--- src/rtl/data_types_pkg.sv ---
// Shared types for the UART/control-register slice: byte, FSM state and the
// control register image, plus UART framing constants.
package data_types_pkg;

  typedef logic [7:0] byte_t;

  typedef enum logic [1:0] {
    IDLE,
    START,
    DATA,
    STOP
  } state_t;

  // word: 1 = 8 data bits, 0 = 7 data bits; stop: 0 = one stop bit, 1 = two
  typedef struct packed {
    logic  en;
    logic  word;
    logic  stop;
    byte_t br_div;
  } ctrl_reg_t;

  localparam int UART_OVERSAMPLE = 16;
  localparam int UART_MAX_BITS   = 8;

endpackage

--- src/rtl/uart_baud_gen.sv ---
// Baud-rate prescaler: counts 0..br_div and pulses tick on the terminal count.
// Shared between the TX stage and the future RX stage.
module uart_baud_gen
  import data_types_pkg::*;
(
  input  logic  clk,
  input  logic  rst,
  input  logic  clr,
  input  byte_t br_div,
  output logic  tick
);

  byte_t div_cnt;

  always_ff @(posedge clk or posedge rst) begin
    if (rst) begin
      div_cnt <= '0;
    end else if (clr || (div_cnt == br_div)) begin
      div_cnt <= '0;
    end else begin
      div_cnt <= div_cnt + 8'd1;
    end
  end

  assign tick = ~clr & (div_cnt == br_div);

endmodule

--- src/rtl/uart_tx_serializer.sv ---
// UART transmit stage: accepts a byte via valid/ready, then shifts out start,
// 7 or 8 data bits LSB-first and 1 or 2 stop bits on the serial line.
module uart_tx_serializer
  import data_types_pkg::*;
#(
  parameter int   OVERSAMPLE = UART_OVERSAMPLE,
  parameter logic IDLE_LEVEL = 1'b1
) (
  input  logic      clk,
  input  logic      rst,
  input  ctrl_reg_t ctrl,
  input  byte_t     tx_data,
  input  logic      tx_valid,
  output logic      tx_ready,
  output logic      tx,
  output logic      txe,
  output logic      tx_done
);

  localparam int TICK_W = (OVERSAMPLE > 1) ? $clog2(OVERSAMPLE) : 1;
  localparam logic [TICK_W-1:0] TICK_LAST = TICK_W'(OVERSAMPLE - 1);

  state_t            state;
  state_t            state_next;
  byte_t             shadow_data;
  logic              shadow_word;
  logic              shadow_stop;
  byte_t             shadow_br_div;
  logic [TICK_W-1:0] tick_cnt;
  logic [2:0]        bit_idx;
  logic [2:0]        last_idx;
  logic              stop_cnt;
  logic              tick;
  logic              boundary;
  logic              handshake;
  logic              idle;

  assign idle      = (state == IDLE);
  assign tx_ready  = idle & ctrl.en & ~rst;
  assign txe       = idle;
  assign handshake = tx_valid & tx_ready;
  assign boundary  = tick & (tick_cnt == TICK_LAST);
  assign last_idx  = shadow_word ? 3'(UART_MAX_BITS - 1) : 3'(UART_MAX_BITS - 2);

  // Counters are held clear while idle, so every frame starts from a fresh bit period.
  uart_baud_gen u_baud_gen (
    .clk    (clk),
    .rst    (rst),
    .clr    (idle),
    .br_div (shadow_br_div),
    .tick   (tick)
  );

  always_ff @(posedge clk or posedge rst) begin
    if (rst) begin
      tick_cnt <= '0;
    end else if (idle) begin
      tick_cnt <= '0;
    end else if (tick) begin
      tick_cnt <= (tick_cnt == TICK_LAST) ? '0 : tick_cnt + 1'b1;
    end
  end

  always_ff @(posedge clk or posedge rst) begin
    if (rst) begin
      state <= IDLE;
    end else begin
      state <= state_next;
    end
  end

  // Frame parameters are captured at the handshake so later ctrl writes cannot disturb it.
  always_ff @(posedge clk or posedge rst) begin
    if (rst) begin
      shadow_data   <= '0;
      shadow_word   <= 1'b0;
      shadow_stop   <= 1'b0;
      shadow_br_div <= '0;
      bit_idx       <= '0;
      stop_cnt      <= 1'b0;
    end else if (handshake) begin
      shadow_data   <= tx_data;
      shadow_word   <= ctrl.word;
      shadow_stop   <= ctrl.stop;
      shadow_br_div <= ctrl.br_div;
      bit_idx       <= '0;
      stop_cnt      <= 1'b0;
    end else if (boundary) begin
      if (state == DATA) begin
        bit_idx <= bit_idx + 3'd1;
      end
      if (state == STOP) begin
        stop_cnt <= ~stop_cnt;
      end
    end
  end

  always_comb begin
    state_next = state;
    tx         = IDLE_LEVEL;
    tx_done    = 1'b0;
    case (state)
      IDLE: begin
        if (handshake) begin
          state_next = START;
        end
      end
      START: begin
        tx = ~IDLE_LEVEL;
        if (boundary) begin
          state_next = DATA;
        end
      end
      DATA: begin
        tx = shadow_data[bit_idx];
        if (boundary && (bit_idx == last_idx)) begin
          state_next = STOP;
        end
      end
      STOP: begin
        if (boundary && (stop_cnt == shadow_stop)) begin
          state_next = IDLE;
          tx_done    = 1'b1;
        end
      end
      default: state_next = IDLE;
    endcase
  end

endmodule

--- config.mk ---
export PLATFORM = sky130hd
export DESIGN_NAME = uart_tx_serializer
export DESIGN_NICKNAME = d
export VERILOG_FILES = /design/src/rtl/data_types_pkg.sv /design/src/rtl/uart_baud_gen.sv /design/src/rtl/uart_tx_serializer.sv
export SDC_FILE = /design/constraint.sdc
export NUM_CORES = 1
export LEC_CHECK = 0
export ABC_AREA = 1
export BUFFER_PORTS_ARGS = -buffer_cell sky130_fd_sc_hd__buf_2
export CORE_MARGIN = 4
export CORE_UTILIZATION = 61
export DETAILED_ROUTE_END_ITERATION = 8
export PLACE_DENSITY = 0.82
export SYNTH_ARGS = -nofsm -noshare
export SYNTH_HDL_FRONTEND = slang
export SYNTH_SLANG_ARGS = --single-unit
--- constraint.sdc ---
create_clock -name clk -period 2.3 [get_ports clk]
set_input_delay 0.23 -clock clk [delete_from_list [all_inputs] [get_ports clk]]
set_output_delay 0.23 -clock clk [all_outputs]
set_load 0.005 [all_outputs]
==> flow_metrics.env <==
export IMPL_syn_avg_cell_area_sq_um=7.79
export IMPL_worstSetupStartpoint="state[0]"
export IMPL_drt_total_wl_mm=3.76
export IMPL_synth_distinct_cells=30
export IMPL_reg2reg_depth=12
export IMPL_cp_arrival_ps=1740
export IMPL_crit_path_end_kind="output pin"
export IMPL_ys_ff_latch=36
export IMPL_ant_nets=0
export IMPL_grt_overflow_total=0
export IMPL_cts_htree_levels=2
export IMPL_slew_headroom_pct=70.4
export IMPL_ys_seq_area_share_pct=45.3
export IMPL_insertion_delay_ps=350
export IMPL_post_route_period_util_pct=85.8
export IMPL_vias=1631
export IMPL_grtUsageMet2_pct=36.4
export IMPL_yosys_area_top_type_share_pct=45.3
export IMPL_holdWs_ps=74.1
export IMPL_cp_endpoint="tx_done"
export IMPL_worstPathCellList="inv_1, ha_1, inv_1, nand4_1, nor2_1, buf_2"
export IMPL_drc=0
export IMPL_clkTransAtPathRegs_ps=110
export IMPL_grt_pass1_vias=1587
export IMPL_fmax_mhz=507
export IMPL_worst_pin_slew_ps=444
export IMPL_initial_core_util_pct=64.6
export IMPL_power_density_nw_per_um2=1030
export IMPL_finClkSkew_ps=10.1
export IMPL_maxCapViolations=0
export IMPL_cts_buffers=5
export IMPL_syn_inst=255
export IMPL_reg2reg_to="state[0]"
export IMPL_io_pins=26
export IMPL_post_synth_top_area_cell="dfrtp_1"
export IMPL_drive_gt1_share_pct=22.2
export IMPL_dp_hpwl_mm=2.79
export IMPL_switchingPower_uw=931
export IMPL_wire_per_inst_um=11.3
export IMPL_post_cts_setup_buffers=0
export IMPL_ff2ff_setup_slack_ps=420
export IMPL_start_kind="flop"
export IMPL_core_sq_um=3080
export IMPL_diodes=0
export IMPL_max_stage_delay_ps=410
export IMPL_sw_frac_of_total_pct=39.8
export IMPL_synthToLayoutAreaGrowth_pct=13.9
export IMPL_rsz0062_at_grt="false"
export IMPL_pwr_share_seq_pct=41.7
export IMPL_die_area_sq_um=4230
export IMPL_critPathMaxFanout=6
export IMPL_irDropWorstVdd_mv=0.589
export IMPL_setup_viol=0
export IMPL_gp_congestion=0.849
export IMPL_outcome="complete, no violations"
export IMPL_combPwrFrac_pct=39.3
export IMPL_vias_per_cell=4.91
export IMPL_synth_fp_nets=285
export IMPL_tns_ps=0
export IMPL_die_h_um=65.1
export IMPL_leakagePower_nw=1.15
export IMPL_cts_buffer_depth=2
export IMPL_grtUsageMet1_pct=22.6
export IMPL_yosys_warnings=0
export IMPL_antenna_found_initial=0
export IMPL_syn_area_sq_um=1990
export IMPL_rows=20
export IMPL_met3_usage_pct=4.33
export IMPL_crit_type="flop to output pin"
export IMPL_cts_tree="done"
export IMPL_critPathMostFrequentCell="inv_1"
export IMPL_grtUsageTotal_pct=20.3
export IMPL_power_clock_fraction_pct=19.0
export IMPL_grt_pass1_wl_mm=6.49
export IMPL_period_minus_slack_ps=1970
export IMPL_clock_sinks=36
export IMPL_slew_viol_final=0
export IMPL_hp_class="input port to flop"
export IMPL_nNetsFinal=317
export IMPL_hold_viol_final=0
export IMPL_netlist_top_cells_area="dfrtp_1 45%, nand2_1 16%, ha_1 5.0%"
export IMPL_p_int_mw=1.41
export IMPL_drt_iter0_markers=58
export IMPL_clk_root_buffer_cell="clkbuf_4"
export IMPL_fillers=256
export IMPL_slowest_stage="dfrtp_1"
export IMPL_die_w_um=65.1
export IMPL_cp_required_ps=2070
export IMPL_grt_max_degree=37
export IMPL_drt_pre_antenna_iters=4
export IMPL_top_usage_layer="met2"
export IMPL_portBuffers=25
export IMPL_worstReg2RegStart="state[0]"
[worst max-delay path: cells and delay by family, from the launching register on]
family                     cells  cell delay, ps
buffers and inverters          3             440
DFF                            1             410
adders and majority gates      1             270
and+or+nand+nor                2             280
[per-stage QoR]
| step | power (mW) | util, % | area (sq um) | cells | setup slack [ps] |
|---|---|---|---|---|---|
| floorplan | 1.68 | - | 1990 | 255 | 696 |
| global placement | 1.87 | 70.4 | 2170 | 323 | 413 |
| detailed placement | 1.91 | 70.4 | 2170 | 323 | 279 |
| CTS | 2.37 | 73.4 | 2260 | 332 | 255 |
| global route | 2.54 | 73.5 | 2260 | 332 | 139 |
| finish | 2.34 | 73.5 | 2260 | 332 | 326 |
[sequential cells by signal (all words and copies together), names as in the netlist]
signal              flops
u_baud_gen.div_cnt      8
state                   2
bit_idx                 3
shadow_word             1
shadow_data             8
shadow_stop             1
stop_cnt                1
shadow_br_div           8
tick_cnt                4
[metal layers]
| layer | wire length (um) | vias up |
|---|---|---|
| li1 | - | 858 |
| met1 | 1600 | 741 |
| met2 | 1950 | 24 |
| met3 | 130 | 8 |
| met4 | 76 | 0 |
| met5 | 0 | - |
[cell usage after synthesis]
library cell and count:
clkbuf_1 1, nand2_2 6, nand4_1 1, dfrtp_1 36
o21ai_0 20, inv_1 25, xor2_1 3, nand3_1 11
clkinv_1 1, nor3b_1 1, nor2_4 2, o21a_1 1
nor2_2 3, xnor2_1 3, inv_2 9, nand4_4 1
nor3_1 1, or2_2 3, ha_1 8, o221ai_1 1
buf_2 2, clkinv_2 1, a21oi_1 5, nand2_1 85
nor3_2 1, a21oi_4 1, o21ai_1 4, o31ai_2 1
nor2_1 17, o211ai_1 1
[power groups by stage]
stage / registers (mW) / logic (mW) / clock network [mW]
5_1_grt: 1.00 / 1.06 / 0.485
2_1_floorplan: 0.952 / 0.728 / 0
6_report: 0.976 / 0.918 / 0.444
3_3_place_gp: 0.979 / 0.890 / 0
3_5_place_dp: 0.986 / 0.923 / 0
4_1_cts: 0.976 / 0.933 / 0.459
[what timing repair did]
item / CTS / global route
hold buffers: 1 / 0
resized for setup: 0 / 1
hold endpoints to repair: 36 / 0
endpoints found under the setup margin: 0 / 1
[final cells by class]
class	count	area [sq um]	area share, %
clock buffers	5	37.5	1.66
clock inverters	3	42.5	1.88
inverters	36	140	6.19
multi-input cells	180	936	41.4
flip-flops and latches	36	901	39.8
well taps	44	55.1	2.43
repair buffers	28	150	6.64
[layout by cell type, fill, tap and decap left out, types with 3 or more instances in the layout]
cell	netlist	routed
o21ai_1	4	4
ha_1	8	8
nand2_2	6	6
inv_2	9	9
xor2_1	3	3
nand2_1	85	85
buf_2	2	25
nor2_1	17	17
inv_1	25	25
nand3_1	11	11
xnor2_1	3	3
o21ai_0	20	20
clkbuf_4	0	5
or2_2	3	3
a21oi_1	5	5
nor2_2	3	3
dfrtp_1	36	36
[kinds of logic (layout without fill, tap and decap cells)]
group | count (synthesis) | in the layout | synth area share [%]
xor+xnor | 6 | 6 | 2.65
flops | 36 | 36 | 45.3
compound gates | 34 | 34 | 9.95
simple gates | 132 | 132 | 29.5
fa+ha+maj | 8 | 8 | 5.04
buf+inv | 39 | 72 | 7.56
[worst min path at each step]
stage                     startpoint        endpoint  slack (ps)  cells after the start
after floorplan           tx_data[0]  shadow_data[0]         340                      2
after global placement           rst        state[1]         370                      3
after detailed placement         rst        state[1]         370                      3
after CTS                 tx_data[6]  shadow_data[6]          60                      3
after global routing      tx_data[5]  shadow_data[5]          70                      3
final                        ctrl[9]     shadow_word          70                      3
(Power assumes the default switching activity.)
